## src/rtl/tile_query_arbiter_if.sv

```systemverilog
// Requester-side bundle for shared tilemap wall lookups.
interface tile_query_arbiter_if #(
    parameter int NUM_REQ = 5,
    parameter int COL_W   = 5,
    parameter int ROW_W   = 5
);
    logic [NUM_REQ-1:0]       req;
    logic [NUM_REQ*COL_W-1:0] req_col;
    logic [NUM_REQ*ROW_W-1:0] req_row;
    logic [NUM_REQ-1:0]       gnt;
    logic [NUM_REQ-1:0]       rsp_valid;
    logic                     rsp_wall;

    modport master (
        output req, req_col, req_row,
        input  gnt, rsp_valid, rsp_wall
    );

    modport slave (
        input  req, req_col, req_row,
        output gnt, rsp_valid, rsp_wall
    );
endinterface

```

## src/rtl/tile_query_arbiter.sv

```systemverilog
// Round-robin arbiter sharing the wall RAM between player and ghosts.
module tile_query_arbiter #(
    parameter int NUM_REQ = 5,
    parameter int COL_NUM = 32,
    parameter int ROW_NUM = 24,
    parameter int COL_W   = 5,
    parameter int ROW_W   = 5,
    parameter int ADDR_W  = 10
) (
    input  logic              clk,
    input  logic              reset,
    tile_query_arbiter_if.slave bus,
    output logic              ram_rd_en,
    output logic [ADDR_W-1:0] ram_addr,
    input  logic              ram_rd_data
);
    localparam int PTR_W = (NUM_REQ > 1) ? $clog2(NUM_REQ) : 1;

    typedef logic [ADDR_W:0] addr_ext_t;

    logic [PTR_W-1:0]   rr_ptr;
    logic [PTR_W-1:0]   rr_ptr_nxt;
    logic [NUM_REQ-1:0] elig;
    logic [NUM_REQ-1:0] win_oh;
    logic               win_any;
    logic [COL_W-1:0]   win_col;
    logic [ROW_W-1:0]   win_row;
    addr_ext_t          win_addr;
    logic               win_oor;
    logic               oor_a;
    logic               oor_d;

    // A requester being granted this cycle is masked so it cannot win twice.
    assign elig = bus.req & ~bus.gnt;

    always_comb begin
        win_oh     = '0;
        win_any    = 1'b0;
        win_col    = '0;
        win_row    = '0;
        rr_ptr_nxt = rr_ptr;
        for (int o = 0; o < NUM_REQ; o++) begin
            for (int i = 0; i < NUM_REQ; i++) begin
                if (!win_any && elig[i] &&
                    ((int'(rr_ptr) + o == i) ||
                     (int'(rr_ptr) + o == i + NUM_REQ))) begin
                    win_any    = 1'b1;
                    win_oh[i]  = 1'b1;
                    win_col    = bus.req_col[i*COL_W +: COL_W];
                    win_row    = bus.req_row[i*ROW_W +: ROW_W];
                    rr_ptr_nxt = (i == NUM_REQ - 1) ? '0 : PTR_W'(i + 1);
                end
            end
        end
    end

    always_comb begin
        win_addr = addr_ext_t'(win_row) * addr_ext_t'(COL_NUM)
                 + addr_ext_t'(win_col);
        // Anything past the map edge reads as solid wall.
        win_oor  = (int'(win_col) >= COL_NUM) ||
                   (int'(win_row) >= ROW_NUM) ||
                   win_addr[ADDR_W];
    end

    always_ff @(posedge clk) begin
        if (reset) begin
            rr_ptr        <= '0;
            bus.gnt       <= '0;
            ram_rd_en     <= 1'b0;
            ram_addr      <= '0;
            oor_a         <= 1'b0;
            bus.rsp_valid <= '0;
            oor_d         <= 1'b0;
        end else begin
            rr_ptr    <= rr_ptr_nxt;
            bus.gnt   <= win_oh;
            ram_rd_en <= win_any && !win_oor;
            if (win_any && !win_oor) begin
                ram_addr <= win_addr[ADDR_W-1:0];
            end
            oor_a         <= win_any && win_oor;
            bus.rsp_valid <= bus.gnt;
            oor_d         <= oor_a;
        end
    end

    assign bus.rsp_wall = (|bus.rsp_valid) & (oor_d | ram_rd_data);
endmodule

```

## src/flat_wrapper.sv

```systemverilog
// flat-port wrapper written by rule: the top's interface ports become plain ports
module tile_query_arbiter_flat 
#(
    parameter int NUM_REQ = 5,
    parameter int COL_NUM = 32,
    parameter int ROW_NUM = 24,
    parameter int COL_W   = 5,
    parameter int ROW_W   = 5,
    parameter int ADDR_W  = 10
)
  (clk, reset, ram_rd_en, ram_addr, ram_rd_data, bus_req, bus_req_col, bus_req_row, bus_gnt, bus_rsp_valid, bus_rsp_wall);
  tile_query_arbiter_if #(.NUM_REQ(NUM_REQ), .COL_W(COL_W), .ROW_W(ROW_W)) bus_i ();
  input  logic clk;
  input  logic reset;
  output logic ram_rd_en;
  output logic [ADDR_W-1:0] ram_addr;
  input  logic ram_rd_data;
  input wire logic [$bits(bus_i.req)-1:0] bus_req;
  input wire logic [$bits(bus_i.req_col)-1:0] bus_req_col;
  input wire logic [$bits(bus_i.req_row)-1:0] bus_req_row;
  output wire logic [$bits(bus_i.gnt)-1:0] bus_gnt;
  output wire logic [$bits(bus_i.rsp_valid)-1:0] bus_rsp_valid;
  output wire logic [$bits(bus_i.rsp_wall)-1:0] bus_rsp_wall;
  assign bus_i.req = bus_req;
  assign bus_i.req_col = bus_req_col;
  assign bus_i.req_row = bus_req_row;
  assign bus_gnt = bus_i.gnt;
  assign bus_rsp_valid = bus_i.rsp_valid;
  assign bus_rsp_wall = bus_i.rsp_wall;
  tile_query_arbiter #(.NUM_REQ(NUM_REQ), .COL_NUM(COL_NUM), .ROW_NUM(ROW_NUM), .COL_W(COL_W), .ROW_W(ROW_W), .ADDR_W(ADDR_W)) u_core (.clk(clk), .reset(reset), .bus(bus_i), .ram_rd_en(ram_rd_en), .ram_addr(ram_addr), .ram_rd_data(ram_rd_data));
endmodule
```

## config.mk

```make
export PLATFORM = sky130hd
export DESIGN_NAME = tile_query_arbiter_flat
export DESIGN_NICKNAME = d
export VERILOG_FILES = /design/src/rtl/tile_query_arbiter_if.sv /design/src/rtl/tile_query_arbiter.sv /design/src/flat_wrapper.sv
export SDC_FILE = /design/constraint.sdc
export NUM_CORES = 1
export LEC_CHECK = 0
export ABC_AREA = 1
export BUFFER_PORTS_ARGS = -buffer_cell sky130_fd_sc_hd__buf_2
export CAP_MARGIN = 20
export CORE_ASPECT_RATIO = 1.1
export CORE_MARGIN = 10
export CORE_UTILIZATION = 62
export DETAILED_ROUTE_END_ITERATION = 8
export PLACE_DENSITY_LB_ADDON = 0.08
export SLEW_MARGIN = 10
export SYNTH_ARGS = -nofsm -noshare
export SYNTH_HDL_FRONTEND = slang
export SYNTH_SLANG_ARGS = --single-unit
```

## constraint.sdc

```tcl
create_clock -name clk -period 6.4 [get_ports clk]
set_clock_uncertainty 0.1 [all_clocks]
set_input_delay 1.28 -clock clk [delete_from_list [all_inputs] [get_ports clk]]
set_output_delay 1.28 -clock clk [all_outputs]
set_load 0.01 [all_outputs]
```

==> metrics <==
hold slack 0.3546 ns; Final #Nets 937; Syn Area/Cell 5.189 um2; PostCTS Resize Cnt 0; syn nets 871; Vias 5939; Post-DP HPWL 13160 um; clk root buf clkbuf_8; H-Tree Depth 1; synthesis-to-layout area growth 9.955%; wire length per cell 18.46 um; Worst EP arrival 5.14 ns; Compound-Gate Fraction of Synth Area 0.06647; Peak Freq 197.0 MHz; register area share after synthesis 0.1240; post-layout min period 5.076 ns; Die X 98.46 um; vias in the first global route 5664; num ports 80; max-slew violation count 0; worst hold-check path type flop to flop; FF+latch count, synth 26; cell taking the most area after synthesis nand2_1; first-pass GRT wire length 27700 um; Post-Place Cell Area 4574 um2; Fillers 640; core area 6594 um2; # DRC 0; post-synthesis cell type count 38; CTS sink count 26; post-synthesis mux area share 0; die area 10470 um2; initial antenna violation count 0; initial DRC count 838; Syn. warnings 0; CTS tree yes; layout cells sized above 1 0.1638; Setup Crit Path Kind input port to flop; hold path cells 2; pwr/cell area 585.4 nW/um2; grt total ovfl 0; Post-Synth Simple-Gate Area 0.6632; Worst VDD drop 336.0 uV; Pleak 0.002620 uW; RSZ-0062 raised after global routing false; Hold Violations, Final 0; clk buf depth 2; drt first pass iters 8; Reg2Reg Depth 21; synthesized instance count 809; Vias/cell 6.219; Die H 106.3 um; Least-Margin Pin Slew 1.232 ns; Detail Route Antenna Nets 0; insertion delay to the later sink of the worst-skew pair 0.26 ns; CP Launch Type input port; synthesized cell area 4198 um2; area share of fa/ha/maj cells after synthesis 0.01192; XOR/XNOR Fraction of Synth Area 0; Worst EP required 6.46 ns; Max FO, Critical Path 19; Setup Fix Bufs, Post-CTS 0; RePlAce Congestion 1.066; largest net degree at the start of global routing 20; Total GRT Usage 0.3157; top cells by area, synth nand2_1 (21%), nor2_1 (17%), dfxtp_1 (12%); number of diodes 0; crit end category flop; fin crit share 0.7930; Setup TNS 0 ns; Hold Buf Count CTS 0; Routed WL 17630 um; main combinational cell family by area after synthesis simple AND/OR/NAND/NOR gates; final instance area 4616 um2; port bufs 79; TritonCTS Buffers 3; Yosys top cell area share 0.2092; Slew HR 0.1755; # rows 31; Clk pin slew, worst setup/hold paths 0.08 ns; maxcap violations 0; final-report setup violation count 0; starting density of the core 0.6366; status finished, final reports clean
## placed cells by master, fill, tap and decap left out, types with 4 or more instances in the layout
master / Yosys / routed
a21oi_1: 19 / 19
a21oi_2: 8 / 8
buf_2: 7 / 79
buf_4: 2 / 4
dfxtp_1: 26 / 26
ha_1: 4 / 4
inv_1: 100 / 100
inv_2: 4 / 4
nand2_1: 234 / 234
nand2_2: 4 / 4
nand2_4: 5 / 5
nand3_1: 77 / 77
nand3_2: 8 / 8
nand3b_1: 5 / 5
nand4_1: 36 / 36
nand4_2: 4 / 4
nor2_1: 192 / 192
nor2_2: 10 / 10
nor2_4: 4 / 4
nor3_1: 12 / 12
o21ai_0: 6 / 6
o22ai_1: 8 / 8
## layout make-up
class                      count  area [um2]  share of cell area
multi-input combinational    653        3113              0.6744
sequential                    26       520.5              0.1128
timing repair buffer          83       425.4             0.09217
inverter                     108       412.9             0.08946
tap                           82       102.6             0.02223
clock buffer                   3       41.29            0.008946
## flip-flops by register name, indices dropped and copies added (netlist names)
signal / flops
u_core.ram_addr: 10
u_core.bus.gnt: 5
u_core.bus.rsp_valid: 5
u_core.rr_ptr: 3
u_core.oor_a: 1
u_core.oor_d: 1
u_core.ram_rd_en: 1
## synth_stat cells
master	n
nor4_1	3
clkinv_1	1
nor2_1	192
nand2_2	4
buf_2	7
o22ai_1	8
inv_1	100
clkbuf_1	7
or4_1	1
buf_6	4
nand3_4	2
a31oi_1	1
nor3_2	1
o21ai_0	6
nand4_2	4
buf_8	2
nand2_4	5
nand3_2	8
nand2_1	234
or3_1	1
nand3_1	77
nand4_1	36
nor2_4	4
nor3_4	1
inv_2	4
nand4_4	3
nand3b_1	5
inv_4	3
o21ai_1	2
nor2_2	10
ha_1	4
buf_4	2
a21oi_1	19
o2111ai_1	1
o32ai_1	1
dfxtp_1	26
a21oi_2	8
nor3_1	12
## worst max-delay path, stage by stage
cell	delay [ns]
buf_2	0.10
nand2_1	0.10
inv_1	0.12
nand2_2	0.36
nand4_4	0.13
nor2_2	0.13
nand4_2	0.14
nor2_4	0.16
nand4_2	0.13
nor2_4	0.20
nand4_4	0.12
nor2_4	0.35
nand4_4	0.22
nor3_4	0.41
nand3_2	0.44
nand3_4	0.38
nand4_1	0.21
nand2_1	0.11
a21oi_1	0.04
## where the power goes
group,internal (uW),switching (uW),total (uW)
Clock,42.1,47.0,89.2
Sequential,226,58.7,285
Combinational,750,1580,2330
Total,1020,1680,2700
## metrics by stage
stage / setup slack, ns / utilization / std cells / total power (uW)
after floorplan: 2.623 / - / 809 / 2040
after global placement: 1.316 / 0.6937 / 952 / 2457
after detailed placement: 1.182 / 0.6937 / 952 / 2524
after CTS: 1.462 / 0.7000 / 955 / 2618
after global routing: 1.094 / 0.7000 / 955 / 2925
final: 1.324 / 0.7000 / 955 / 2702
## path summary, 6_finish.rpt
| kind | startpoint | end | slack [ns] |
|---|---|---|---|
| setup reg to reg | u_core.rr_ptr[1] | u_core.ram_addr[9] | 1.64 |
| hold reg to reg | u_core.bus.gnt[3] | u_core.bus.rsp_valid[3] | 0.35 |
| setup / recovery | bus_req[1] | u_core.ram_addr[9] | 1.32 |
| hold / removal | u_core.bus.gnt[3] | u_core.bus.rsp_valid[3] | 0.35 |
## cell families after synthesis
| kind of cell | after synthesis |
|---|---|
| DFF | 26 |
| buffers and inverters | 130 |
| adders and majority gates | 4 |
| AOI/OAI and AO/OA | 46 |
| and+or+nand+nor | 603 |
## layer usage
layer  up-vias  track usage  wire (um)  share of wire
met5         -            0          0              0
met4         0       0.1783       1005          0.057
met3       109      0.09974       2620           0.15
met2       519       0.5103       7869           0.45
met1      2602       0.3605       6136           0.35
li1       2709            -          -              -
(Power assumes the default switching activity.)
